File: src/rtl/cache_pkg.sv
// rtl/cache_pkg.sv - shared op encodings, FSM states and geometry helpers for cache_ctrl_dm
package cache_pkg;

    localparam logic [1:0] OP_CLR = 2'b00;
    localparam logic [1:0] OP_NOP = 2'b01;
    localparam logic [1:0] OP_RD  = 2'b10;
    localparam logic [1:0] OP_WR  = 2'b11;

    typedef enum logic [2:0] {
        S_IDLE,
        S_LOOKUP,
        S_WRITEBACK,
        S_FILL,
        S_CLEAR,
        S_DONE
    } state_t;

    function automatic int lines_of(input int index_w);
        return 1 << index_w;
    endfunction

    function automatic int tag_w_of(input int addr_w, input int index_w);
        return addr_w - index_w;
    endfunction

endpackage

File: src/rtl/cache_line_store.sv
// rtl/cache_line_store.sv - tag/data/valid/dirty arrays, async read, sync write, async valid clear
module cache_line_store
    import cache_pkg::*;
#(
    parameter int ADDR_W  = 8,
    parameter int DATA_W  = 8,
    parameter int INDEX_W = 3,
    localparam int TAG_W  = tag_w_of(ADDR_W, INDEX_W)
) (
    input  logic               clk,
    input  logic               rst_n,
    input  logic [INDEX_W-1:0] idx,
    output logic               rd_valid,
    output logic               rd_dirty,
    output logic [TAG_W-1:0]   rd_tag,
    output logic [DATA_W-1:0]  rd_data,
    input  logic               line_we,
    input  logic               meta_we,
    input  logic [TAG_W-1:0]   wr_tag,
    input  logic [DATA_W-1:0]  wr_data,
    input  logic               wr_valid,
    input  logic               wr_dirty
);

    localparam int LINES = lines_of(INDEX_W);

    logic [TAG_W-1:0]  tag_mem  [LINES];
    logic [DATA_W-1:0] data_mem [LINES];
    logic [LINES-1:0]  valid_q, valid_d;
    logic [LINES-1:0]  dirty_q, dirty_d;

    assign rd_valid = valid_q[idx];
    assign rd_dirty = dirty_q[idx];
    assign rd_tag   = tag_mem[idx];
    assign rd_data  = data_mem[idx];

    // line_we rewrites the whole line; meta_we touches only the state bits
    always_comb begin
        valid_d = valid_q;
        dirty_d = dirty_q;
        if (line_we || meta_we) begin
            valid_d[idx] = wr_valid;
            dirty_d[idx] = wr_dirty;
        end
    end

    always_ff @(posedge clk) begin
        if (line_we) begin
            tag_mem[idx]  <= wr_tag;
            data_mem[idx] <= wr_data;
        end
    end

    always_ff @(posedge clk or negedge rst_n) begin
        if (!rst_n) begin
            valid_q <= '0;
            dirty_q <= '0;
        end else begin
            valid_q <= valid_d;
            dirty_q <= dirty_d;
        end
    end

endmodule

File: src/rtl/cache_ctrl_dm.sv
// rtl/cache_ctrl_dm.sv - direct-mapped write-back cache FSM with indirect access; CACHE_CTRL_STATS_EN adds hit/miss counters
module cache_ctrl_dm
    import cache_pkg::*;
#(
    parameter int ADDR_W  = 8,
    parameter int DATA_W  = 8,
    parameter int INDEX_W = 3
) (
    input  logic              clk,
    input  logic              rst_n,
    input  logic              cpu_req,
    input  logic [1:0]        cpu_op,
    input  logic              cpu_ind,
    input  logic [ADDR_W-1:0] cpu_addr,
    input  logic [DATA_W-1:0] cpu_wdata,
    output logic              cpu_ready,
    output logic              cpu_done,
    output logic [DATA_W-1:0] cpu_rdata,
    output logic              mem_rd,
    output logic              mem_wr,
    output logic [ADDR_W-1:0] mem_addr,
    output logic [DATA_W-1:0] mem_wdata,
    input  logic [DATA_W-1:0] mem_rdata,
    input  logic              mem_ack
`ifdef CACHE_CTRL_STATS_EN
    ,
    output logic [15:0]       stat_hits,
    output logic [15:0]       stat_misses
`endif
);

    localparam int LINES = lines_of(INDEX_W);
    localparam int TAG_W = tag_w_of(ADDR_W, INDEX_W);
    localparam logic [INDEX_W-1:0] LAST_IDX = INDEX_W'(LINES - 1);

    state_t              state_q, state_d;
    logic [1:0]          op_q, op_d;
    logic                ind_q, ind_d;
    logic [ADDR_W-1:0]   addr_q, addr_d;
    logic [DATA_W-1:0]   wdata_q, wdata_d;
    logic [INDEX_W-1:0]  clr_idx_q, clr_idx_d;
    logic                cpu_ready_q, cpu_ready_d;
    logic                cpu_done_q, cpu_done_d;
    logic [DATA_W-1:0]   cpu_rdata_q, cpu_rdata_d;
    logic                mem_rd_q, mem_rd_d;
    logic                mem_wr_q, mem_wr_d;
    logic [ADDR_W-1:0]   mem_addr_q, mem_addr_d;
    logic [DATA_W-1:0]   mem_wdata_q, mem_wdata_d;
`ifdef CACHE_CTRL_STATS_EN
    logic                retry_q, retry_d;
    logic [15:0]         hits_q, hits_d;
    logic [15:0]         misses_q, misses_d;
`endif

    logic [INDEX_W-1:0]  cur_idx;
    logic [TAG_W-1:0]    addr_tag;
    logic                rd_valid, rd_dirty, hit;
    logic [TAG_W-1:0]    rd_tag;
    logic [DATA_W-1:0]   rd_data;
    logic                line_we, meta_we, ls_valid, ls_dirty;
    logic [TAG_W-1:0]    ls_tag;
    logic [DATA_W-1:0]   ls_data;

    // The clear walk addresses the arrays by its own counter, everything else by the request address
    assign cur_idx  = (op_q == OP_CLR) ? clr_idx_q : addr_q[INDEX_W-1:0];
    assign addr_tag = addr_q[ADDR_W-1:INDEX_W];
    assign hit      = rd_valid && (rd_tag == addr_tag);

    cache_line_store #(
        .ADDR_W  (ADDR_W),
        .DATA_W  (DATA_W),
        .INDEX_W (INDEX_W)
    ) u_store (
        .clk      (clk),
        .rst_n    (rst_n),
        .idx      (cur_idx),
        .rd_valid (rd_valid),
        .rd_dirty (rd_dirty),
        .rd_tag   (rd_tag),
        .rd_data  (rd_data),
        .line_we  (line_we),
        .meta_we  (meta_we),
        .wr_tag   (ls_tag),
        .wr_data  (ls_data),
        .wr_valid (ls_valid),
        .wr_dirty (ls_dirty)
    );

    always_comb begin
        state_d     = state_q;
        op_d        = op_q;
        ind_d       = ind_q;
        addr_d      = addr_q;
        wdata_d     = wdata_q;
        clr_idx_d   = clr_idx_q;
        cpu_done_d  = 1'b0;
        cpu_rdata_d = cpu_rdata_q;
        mem_rd_d    = mem_rd_q;
        mem_wr_d    = mem_wr_q;
        mem_addr_d  = mem_addr_q;
        mem_wdata_d = mem_wdata_q;
        line_we     = 1'b0;
        meta_we     = 1'b0;
        ls_tag      = addr_tag;
        ls_data     = wdata_q;
        ls_valid    = 1'b1;
        ls_dirty    = 1'b0;
`ifdef CACHE_CTRL_STATS_EN
        retry_d     = retry_q;
        hits_d      = hits_q;
        misses_d    = misses_q;
`endif
        case (state_q)
            S_IDLE: begin
                if (cpu_req && cpu_ready_q) begin
                    op_d    = cpu_op;
                    ind_d   = cpu_ind;
                    addr_d  = cpu_addr;
                    wdata_d = cpu_wdata;
                    if (cpu_op == OP_NOP) begin
                        state_d    = S_DONE;
                        cpu_done_d = 1'b1;
                    end else if (cpu_op == OP_CLR) begin
                        state_d   = S_CLEAR;
                        clr_idx_d = '0;
`ifdef CACHE_CTRL_STATS_EN
                        hits_d    = '0;
                        misses_d  = '0;
`endif
                    end else begin
                        state_d = S_LOOKUP;
                    end
                end
            end
            S_LOOKUP: begin
`ifdef CACHE_CTRL_STATS_EN
                retry_d = 1'b0;
                if (!retry_q) begin
                    if (hit) hits_d = (hits_q == 16'hFFFF) ? hits_q : hits_q + 16'd1;
                    else     misses_d = (misses_q == 16'hFFFF) ? misses_q : misses_q + 16'd1;
                end
`endif
                if (hit) begin
                    if (ind_q) begin
                        addr_d = rd_data[ADDR_W-1:0];
                        ind_d  = 1'b0;
                    end else if (op_q == OP_RD) begin
                        cpu_rdata_d = rd_data;
                        state_d     = S_DONE;
                        cpu_done_d  = 1'b1;
                    end else begin
                        line_we    = 1'b1;
                        ls_dirty   = 1'b1;
                        state_d    = S_DONE;
                        cpu_done_d = 1'b1;
                    end
                end else if (rd_valid && rd_dirty) begin
                    state_d     = S_WRITEBACK;
                    mem_wr_d    = 1'b1;
                    mem_addr_d  = {rd_tag, cur_idx};
                    mem_wdata_d = rd_data;
                end else begin
                    state_d    = S_FILL;
                    mem_rd_d   = 1'b1;
                    mem_addr_d = addr_q;
                end
            end
            S_WRITEBACK: begin
                if (mem_ack) begin
                    mem_wr_d = 1'b0;
                    meta_we  = 1'b1;
                    if (op_q == OP_CLR) begin
                        state_d = S_CLEAR;
                    end else begin
                        state_d    = S_FILL;
                        mem_rd_d   = 1'b1;
                        mem_addr_d = addr_q;
                    end
                end
            end
            S_FILL: begin
                if (mem_ack) begin
                    mem_rd_d = 1'b0;
                    line_we  = 1'b1;
                    ls_data  = mem_rdata;
                    state_d  = S_LOOKUP;
`ifdef CACHE_CTRL_STATS_EN
                    retry_d  = 1'b1;
`endif
                end
            end
            S_CLEAR: begin
                // Dirty lines detour through WRITEBACK and come back to the same index
                if (rd_valid && rd_dirty) begin
                    state_d     = S_WRITEBACK;
                    mem_wr_d    = 1'b1;
                    mem_addr_d  = {rd_tag, cur_idx};
                    mem_wdata_d = rd_data;
                end else begin
                    meta_we  = 1'b1;
                    ls_valid = 1'b0;
                    if (clr_idx_q == LAST_IDX) begin
                        state_d    = S_DONE;
                        cpu_done_d = 1'b1;
                    end else begin
                        clr_idx_d = clr_idx_q + 1'b1;
                    end
                end
            end
            S_DONE: state_d = S_IDLE;
            default: state_d = S_IDLE;
        endcase
        cpu_ready_d = (state_d == S_IDLE);
    end

    always_ff @(posedge clk or negedge rst_n) begin
        if (!rst_n) begin
            state_q     <= S_IDLE;
            op_q        <= OP_CLR;
            ind_q       <= 1'b0;
            addr_q      <= '0;
            wdata_q     <= '0;
            clr_idx_q   <= '0;
            cpu_ready_q <= 1'b1;
            cpu_done_q  <= 1'b0;
            cpu_rdata_q <= '0;
            mem_rd_q    <= 1'b0;
            mem_wr_q    <= 1'b0;
            mem_addr_q  <= '0;
            mem_wdata_q <= '0;
`ifdef CACHE_CTRL_STATS_EN
            retry_q     <= 1'b0;
            hits_q      <= '0;
            misses_q    <= '0;
`endif
        end else begin
            state_q     <= state_d;
            op_q        <= op_d;
            ind_q       <= ind_d;
            addr_q      <= addr_d;
            wdata_q     <= wdata_d;
            clr_idx_q   <= clr_idx_d;
            cpu_ready_q <= cpu_ready_d;
            cpu_done_q  <= cpu_done_d;
            cpu_rdata_q <= cpu_rdata_d;
            mem_rd_q    <= mem_rd_d;
            mem_wr_q    <= mem_wr_d;
            mem_addr_q  <= mem_addr_d;
            mem_wdata_q <= mem_wdata_d;
`ifdef CACHE_CTRL_STATS_EN
            retry_q     <= retry_d;
            hits_q      <= hits_d;
            misses_q    <= misses_d;
`endif
        end
    end

    assign cpu_ready = cpu_ready_q;
    assign cpu_done  = cpu_done_q;
    assign cpu_rdata = cpu_rdata_q;
    assign mem_rd    = mem_rd_q;
    assign mem_wr    = mem_wr_q;
    assign mem_addr  = mem_addr_q;
    assign mem_wdata = mem_wdata_q;
`ifdef CACHE_CTRL_STATS_EN
    assign stat_hits   = hits_q;
    assign stat_misses = misses_q;
`endif

endmodule

File: config.mk
export PLATFORM = sky130hd
export DESIGN_NAME = cache_ctrl_dm
export DESIGN_NICKNAME = d
export VERILOG_FILES = /design/src/rtl/cache_pkg.sv /design/src/rtl/cache_line_store.sv /design/src/rtl/cache_ctrl_dm.sv
export SDC_FILE = /design/constraint.sdc
export NUM_CORES = 1
export LEC_CHECK = 0
export BUFFER_PORTS_ARGS = -buffer_cell sky130_fd_sc_hd__buf_2
export CAP_MARGIN = 20
export CORE_ASPECT_RATIO = 2
export CORE_MARGIN = 1.5
export CORE_UTILIZATION = 40
export DETAILED_ROUTE_END_ITERATION = 12
export MAX_ROUTING_LAYER = met4
export SYNTH_ARGS = -nofsm -noshare
export SYNTH_HDL_FRONTEND = slang
export SYNTH_SLANG_ARGS = --single-unit
File: constraint.sdc
create_clock -name clk -period 4.15 [get_ports clk]
set_input_delay 0.83 -clock clk [delete_from_list [all_inputs] [get_ports clk]]
set_output_delay 0.83 -clock clk [all_outputs]
set_load 0.01 [all_outputs]
==> reports/qor.yml, run 1 <==
outcome: "completed"
skew_ns: 0.00922
cts_tree: "built"
largest_register_ffs: 64
slew_headroom_pct: 35.6
fill_cells: 1950
slew_viol_final: 0
antenna_found_initial: 0
drive_gt1_share_pct: 24.2
routedWlPerCell_um: 23.6
leakage_uw: 0.00383
start_util_pct: 40.7
final_nets: 877
die_w_um: 106
worst_setup_path_end_kind: "register"
final_cell_mix: "nand2_1, edfxtp_1, dfrtp_1"
cts_max_path_buffers: 2
ys_ff_latch: 173
io_buffers: 58
diodes: 0
grt_overflow: 0
drtPass1Iterations: 5
synth_cell_types: 69
rows: 75
rsz0062_at_grt: "false"
clk_latency_ns: 0.45
hold_viol: 0
synth_edf_count: 104
cp_top_family: "compound AO/OA/AOI/OAI gates"
syn_inst: 755
drc_errors: 0
syn_avg_cell_area_um2: 11.2
setup_slack_ns: 0.306
timing.fmax_mhz: 260
htreeDepth: 4
pre_cts_ws_ns: 0.237
vdd_ir_drop_max_uv: 471
fin_hold_ws_ns: 0.479
regMostFlops: "u_store.data_mem"
ys_seq_area_share_pct: 57.3
clkTransAtPathRegs_ns: 0.07
syn_nets: 788
critPathBufInv: 2
cp.arrival_ns: 4.23
max_cap_viol_count: 0
track_usage_pct: 26.0
top_regs: "u_store.data_mem x64, u_store.tag_mem x40"
place_congestion: 1.01
io_pins: 59
holdBufCountCts: 0
area_delta_synth_final_pct: 17.5
avgViaCountPerCell: 5.82
synthArstFlopShare_pct: 39.9
tightest_slew_ns: 0.966
period_share_pct: 92.6
core_um2: 20800
cp_data_required_time_ns: 4.53
crit_type: "reg2reg"
final_common_cell: "nand2_1"
clock-sinks: 173
crit_fanout: 13
setup_tns_ns: 0
grt_start_max_net_pins: 70
grt_pass1_vias: 6720
drt_iter0_drc: 484
hold_path_class: "reg2reg"
grt_first_pass_wirelength_um: 40700
die_h_um: 209
cpMostUsedCell: "buf_4"
critPathMaxStageDelay_ns: 0.53
cpMaxStageDelayCell: "dfrtp_1"
synth_warnings: 0
cts_buffers: 17
cts_root_buf: "clkbuf_16"
p_per_area_nw_per_um2: 885
syn_area_um2: 8470
antenna_left: 0
die_area_um2: 22100
crit_chain: "or2_1 > buf_4 > a31oi_1 > o22ai_1 > o211a_1 > nor4_2 > nand4_2 > buf_4 > a21oi_1 > o22a_1"
fin_crit_ns: 3.84
dp_hpwl_um: 20000
wirelength_um: 26600
vias: 6550
finalSetupViolCount: 0
startpoint_type: "register"
synthFlopType: "edfxtp_1"
repair_timing:
action                     4_1_cts  5_1_grt
setup endpoints to repair        0        1
resized for setup                0        1
buffers inserted                 0        0
final cells by class:
| cell class | instances | area [µm²] | share of cell area [%] |
|---|---|---|---|
| sequential | 173 | 4850 | 48.7 |
| multi-input combinational | 511 | 3370 | 33.9 |
| timing repair buffer | 116 | 728 | 7.31 |
| clock buffer | 19 | 443 | 4.45 |
| tap | 269 | 337 | 3.38 |
| clock inverter | 13 | 131 | 1.32 |
| inverter | 25 | 93.8 | 0.942 |
routing by layer:
| layer | part of all wire, % | up-vias | global-route usage (%) | wire length, µm |
|---|---|---|---|---|
| li1 | - | 3020 | - | - |
| met1 | 34 | 3224 | 25.2 | 8960 |
| met2 | 57 | 232 | 48.3 | 15200 |
| met3 | 3.9 | 74 | 4.09 | 1040 |
| met4 | 5.1 | 0 | 14.4 | 1370 |
| met5 | 0 | - | - | 0 |
worst reg2reg max path, cell delays in order (launching register included):
cell and delay (ns):
dfrtp_1 0.53, or2_1 0.47, buf_4 0.24, a31oi_1 0.32
o22ai_1 0.18, o211a_1 0.24, nor4_2 0.48, nand4_2 0.30
buf_4 0.29, a21oi_1 0.53, o22a_1 0.22
through the flow:
stage          cell area, µm²  utilization [%]  power (µW)  std cells
3_5_place_dp             9360             44.9        7210       1093
6_report                 9960             47.8        8820       1126
2_1_floorplan            8470                -        5370        755
5_1_grt                  9960             47.8        9300       1126
4_1_cts                  9940             47.7        8810       1125
3_3_place_gp             9360             44.9        7200       1093
synth_stat cells, types with 13 or more instances:
master / number / share of area, %
clkbuf_1: 27 / 1.2
nand2_1: 113 / 5.0
nor3_1: 23 / 1.4
nor4_1: 15 / 1.1
inv_1: 25 / 1.1
and2_1: 14 / 1.0
o21ai_0: 38 / 2.2
edfxtp_1: 104 / 37
o22a_1: 17 / 1.8
mux2i_1: 24 / 2.8
a21oi_1: 35 / 2.1
a31oi_1: 18 / 1.3
dfrtp_1: 68 / 20
mux2_2: 21 / 2.8
nor2_1: 19 / 0.84
buf_2: 13 / 0.77
final timing paths:
path                             from            to  slack (ns)  depth (start not counted)
hold / removal             wdata_q[7]    wdata_q[7]        0.48                          2
hold reg to reg            wdata_q[7]    wdata_q[7]        0.48                          2
min in group asynchronous       rst_n  mem_wdata[0]        0.52                          1
setup reg to reg              op_q[1]     addr_q[2]        0.31                         10
max in group asynchronous       rst_n   mem_addr[4]        2.98                          1
setup / recovery              op_q[1]     addr_q[2]        0.31                         10
power breakdown:
part           total, µW  switching, µW  internal [µW]
Combinational       4630           2890           1740
Sequential          2610            314           2300
Clock               1580            719            857
logic make-up (layout without fill, tap and decap cells):
family / count (synthesis) / after routing / synth area share (%)
compound gates: 201 / 201 / 16.8
buf+inv: 71 / 173 / 3.65
mux: 48 / 48 / 6.07
flops: 173 / 173 / 57.3
fa+ha+maj: 2 / 2 / 0.295
simple gates: 260 / 260 / 16.0
Note: power is estimated with default switching activity, not from simulation.
==> run 2, diff against run 1 <==
ABC_AREA = 1   (was default)
SLEW_MARGIN = 20   (was default)
clock period = 3.6 ns   (was 4.15 ns; I/O delays follow)
==> reports/qor.yml, run 2 <==
setup_slack_ns: 0.222
yosys.area.top_type: "edfxtp_1"
max_cap_viol_count: 0
netlist_top_cells_count: "nand2_1, edfxtp_1, dfrtp_1"
period_share_pct: 93.8
post_cts_buffers: 0
antenna_left: 0
hold_path_class: "in2async"
io_pins: 59
holdBufCountCts: 0
startpoint_type: "register"
drive_gt1_share_pct: 18.9
timing.fmax_mhz: 296
leakage_uw: 0.00409
post-route-util_pct: 48.3
dp_hpwl_um: 16500
diodes: 0
startpoint: "op_q[1]"
worstRegToRegCells: 14
place_congestion: 0.885
start_util_pct: 41.0
ys_seq_area_share_pct: 62.6
post_cts_resize_count: 1
cts_max_path_buffers: 2
largest_register_ffs: 64
cts_buffers: 17
drc_errors: 0
io_buffers: 58
hold_viol: 0
vias: 5805
synth_top_area_share_pct: 40.3
fill_cells: 1811
cp.arrival_ns: 3.45
track_usage_pct: 23.4
outcome: "completed"
grt_first_pass_wirelength_um: 32900
clkTransAtPathRegs_ns: 0.07
crit_fanout: 13
synthArstFlopShare_pct: 39.9
vdd_ir_drop_max_uv: 406
synthFlopType: "edfxtp_1"
cts_root_buf: "clkbuf_16"
synth_most_common_cell: "nand2_1"
drtPass1Iterations: 4
cts_tree: "built"
htreeDepth: 4
syn_avg_cell_area_um2: 9.63
crit_type: "reg2reg"
rsz0062_at_grt: "true"
skew_ns: 0.00620
grt_start_max_net_pins: 54
r2r_start: "op_q[1]"
die_w_um: 101
dp.cells: 1130
regMostFlops: "u_store.data_mem"
final_nets: 927
worst_setup_path_end_kind: "register"
die_area_um2: 20300
area_delta_synth_final_pct: 18.0
syn_area_um2: 7750
top_regs: "u_store.data_mem x64, u_store.tag_mem x40"
ys_ff_latch: 173
synth_edf_count: 104
fin_crit_ns: 3.38
rows: 71
syn_nets: 838
synth_cell_types: 36
slew_viol_final: 0
clk_latency_ns: 0.44
antenna_found_initial: 0
cp_data_required_time_ns: 3.67
final_cell_mix: "nand2_1, edfxtp_1, dfrtp_1"
syn_inst: 805
clock-sinks: 173
routedWlPerCell_um: 18.4
finalSetupViolCount: 0
pre_cts_ws_ns: -0.0632
p_per_area_nw_per_um2: 1000
slew_headroom_pct: 38.4
instances_no_fill: 1162
grt_overflow: 0
drt_iter0_drc: 314
final_common_cell: "nand2_1"
wirelength_um: 21400
yosys-top-cells-area: "edfxtp_1, dfrtp_1, nand2_1"
die_h_um: 200
core_um2: 18900
avgViaCountPerCell: 5.00
synth_warnings: 0
tightest_slew_ns: 0.901
grt_pass1_vias: 5913
-- run 2: cell types whose count changed after synthesis, sizes merged, moves of 18 or more --
cell,before,now
mux2,24,0
clkbuf,27,9
nand3,10,50
nand2,113,325
a31oi,19,0
a21oi,35,9
nor4,19,0
mux2i,24,0
nor2,19,64
nor3,23,2
inv,25,61
-- run 2: path summary, 6_finish.rpt --
check / slack, ns / end
setup / recovery: 0.22 / u_store.data_mem[2][0]
hold / removal: 0.31 / cpu_rdata[5]
setup reg to reg: 0.22 / u_store.data_mem[2][0]
hold reg to reg: 0.47 / u_store.valid_q[1]
max in group asynchronous: 2.51 / wdata_q[5]
min in group clk: 0.47 / u_store.valid_q[1]
-- run 2: kinds of logic after synthesis --
| group | count (synthesis) | share of synthesized area (%) |
|---|---|---|
| flops | 173 | 62.6 |
| simple gates | 452 | 25.0 |
| buf+inv | 88 | 5.04 |
| compound gates | 90 | 6.99 |
| fa+ha+maj | 2 | 0.323 |
-- run 2: layout make-up --
class	instances	area (µm²)	share of cell area, %
Clock buffer	17	425	4.65
Inverter	66	248	2.71
Sequential cell	173	4850	53.1
Timing Repair Buffer	92	573	6.27
Multi-Input combinational cell	544	2540	27.8
Clock inverter	15	185	2.03
Tap cell	255	319	3.49
-- run 2: where the power goes --
part / switching, µW / leakage [µW] / total (µW) / internal (µW)
registers: 252 / 0.00183 / 2910 / 2660
clock network: 810 / 0.000298 / 1910 / 1100
logic: 2940 / 0.00196 / 4320 / 1380
total: 4000 / 0.00409 / 9140 / 5140
-- run 2: through the flow --
stage                     area (µm²)  hold WS, ns  setup TNS, ns  power, µW
after detailed placement        8520        0.458         -0.812       7260
final                           9140        0.307              0       9140
after floorplan                 7750        0.424              0       5620
after global placement          8500        0.454          -6.36       7240
after global routing            9140        0.370          -1.28       9740
after CTS                       9130        0.343              0       9180
-- run 2: worst max-delay path, cell delays in order (launching register included) --
cell and delay, ns:
dfrtp_1 0.43, o21ai_0 0.24, nand2_2 0.15, nor2_2 0.37
nand3_1 0.20, nand2_1 0.15, buf_4 0.12, nor2_2 0.04
nand2_1 0.05, nand3_1 0.08, nor2_1 0.12, nand4_1 0.21
clkinv_1 0.15, nor2_4 0.09, nor2_2 0.60
-- run 2: per-layer routing --
metal  GRT usage (%)  share of wire [%]  vias up
li1                -                  -     2852
met1            21.6                 34     2738
met2            43.1                 57      142
met3            3.17                2.4       73
met4            16.5                6.8        0
met5               -                  0        -
==> run 3, diff against run 2 <==
ABC_AREA = default   (was 1)
==> reports/qor.yml, run 3 (same netlist as run 1, synthesis figures left out) <==
outcome: "completed"
dp.cells: 1111
wirelength_um: 25600
post_cts_buffers: 0
max_cap_viol_count: 0
worst_setup_path_end_kind: "register"
final_nets: 894
start_util_pct: 40.7
timing.fmax_mhz: 292
largest_register_ffs: 64
clkTransAtPathRegs_ns: 0.07
slew_headroom_pct: 34.8
rows: 75
slew_viol_final: 0
crit_chain: "buf_4 > nor2_1 > buf_4 > o21ai_0 > buf_4 > a32o_1 > o31a_1 > nor4_2 > nand4_2 > o221ai_2 > buf_4 > mux2_2"
clkPwrFrac_pct: 17.9
crit_type: "reg2reg"
grt_first_pass_wirelength_um: 39700
post-route-util_pct: 48.9
skew_ns: 0.00959
antenna_left: 0
fin_area_um2: 10200
grt_overflow: 0
clk_latency_ns: 0.45
tightest_slew_ns: 0.978
routedWlPerCell_um: 22.4
global_route.peak_usage_layer: "met2"
cts_root_buf: "clkbuf_16"
cts_buffers: 17
gr-usage-met2_pct: 46.1
cts_max_path_buffers: 2
grt.met1_usage_pct: 25.1
fill_cells: 1974
final_common_cell: "nand2_1"
die_w_um: 106
clock-sinks: 173
core_um2: 20800
instances_no_fill: 1143
crit_fanout: 11
period_share_pct: 95.2
p_comb_share_pct: 52.1
r2r_start: "op_q[1]"
seqPwrFrac_pct: 29.9
io_buffers: 58
p_per_area_nw_per_um2: 1020
cpMaxStageDelayCell: "dfrtp_2"
final_cell_mix: "nand2_1, edfxtp_1, buf_4"
drtPass1Iterations: 5
drive_gt1_share_pct: 26.5
antenna_found_initial: 0
drc_errors: 0
fin_crit_ns: 3.43
internal-power_uw: 5880
critPathBufInv: 4
cts_tree: "built"
finalSetupViolCount: 0
place_congestion: 0.930
cp.arrival_ns: 3.76
fin_hold_ws_ns: 0.406
avgViaCountPerCell: 5.71
p_sw_uw: 4490
track_usage_pct: 25.1
dp_hpwl_um: 19100
top_regs: "u_store.data_mem x64, u_store.tag_mem x40"
grt_start_max_net_pins: 70
leakage_uw: 0.00394
hold_viol: 0
cpMostUsedCell: "buf_4"
diodes: 0
area_delta_synth_final_pct: 20.2
placed_cell_area_um2: 9550
startpoint: "op_q[1]"
regMostFlops: "u_store.data_mem"
die_h_um: 209
rsz0062_at_grt: "false"
drt_iter0_drc: 463
io_pins: 59
grt_pass1_vias: 6783
die_area_um2: 22100
hold_path_class: "in2async"
vias: 6532
vdd_ir_drop_max_uv: 538
cp_data_required_time_ns: 3.94
critPathMaxStageDelay_ns: 0.49
switching_share_pct: 43.3
htreeDepth: 4
cp_top_family: "compound AO/OA/AOI/OAI gates"
use_met3_pct: 3.93
startpoint_type: "register"
run 3: stage by stage:
stage                     setup TNS (ns)  power, µW  setup slack [ns]
after floorplan                    -7.45       6190           -0.0820
after global placement                 0       8390            0.0963
after global routing                   0      11000           0.00567
after detailed placement               0       8430            0.0559
final                                  0      10400             0.173
after CTS                              0      10300            0.0333
run 3: layout make-up:
| cell class | count | area (µm²) | share of cell area (%) |
|---|---|---|---|
| clock buffer | 19 | 433 | 4.25 |
| multi-input combinational | 511 | 3410 | 33.4 |
| sequential | 173 | 4850 | 47.7 |
| clock inverter | 13 | 156 | 1.54 |
| inverter | 25 | 93.8 | 0.921 |
| timing repair buffer | 133 | 906 | 8.89 |
| tap | 269 | 337 | 3.30 |
run 3: repair_timing:
action	4_1_cts	5_1_grt
hold buffers	0	0
gates resized for setup	0	12
hold endpoints to repair	0	0
setup endpoints to repair	0	136
run 3: power groups by stage:
stage	logic (µW)	registers, µW	clock network (µW)
floorplan	3210	2980	0
global placement	5250	3140	0
detailed placement	5290	3140	0
CTS	5310	3100	1890
global route	5860	3160	1970
finish	5410	3110	1860
run 3: path summary, 6_finish.rpt:
path	endpoint	depth (start not counted)	slack (ns)
max	mem_addr[4]	12	0.17
min	mem_wdata[3]	1	0.41
max reg2reg	mem_addr[4]	12	0.17
min reg2reg	wdata_q[4]	2	0.47
max in group asynchronous	op_q[1]	1	2.48
min in group clk	wdata_q[7]	3	0.46
run 3: layer usage:
metal	part of all wire [%]	up-vias	wire length [µm]
met5	0	-	0
met4	5.0	0	1280
met3	3.4	71	873
met2	56	223	14400
met1	35	3187	9080
li1	-	3051	-
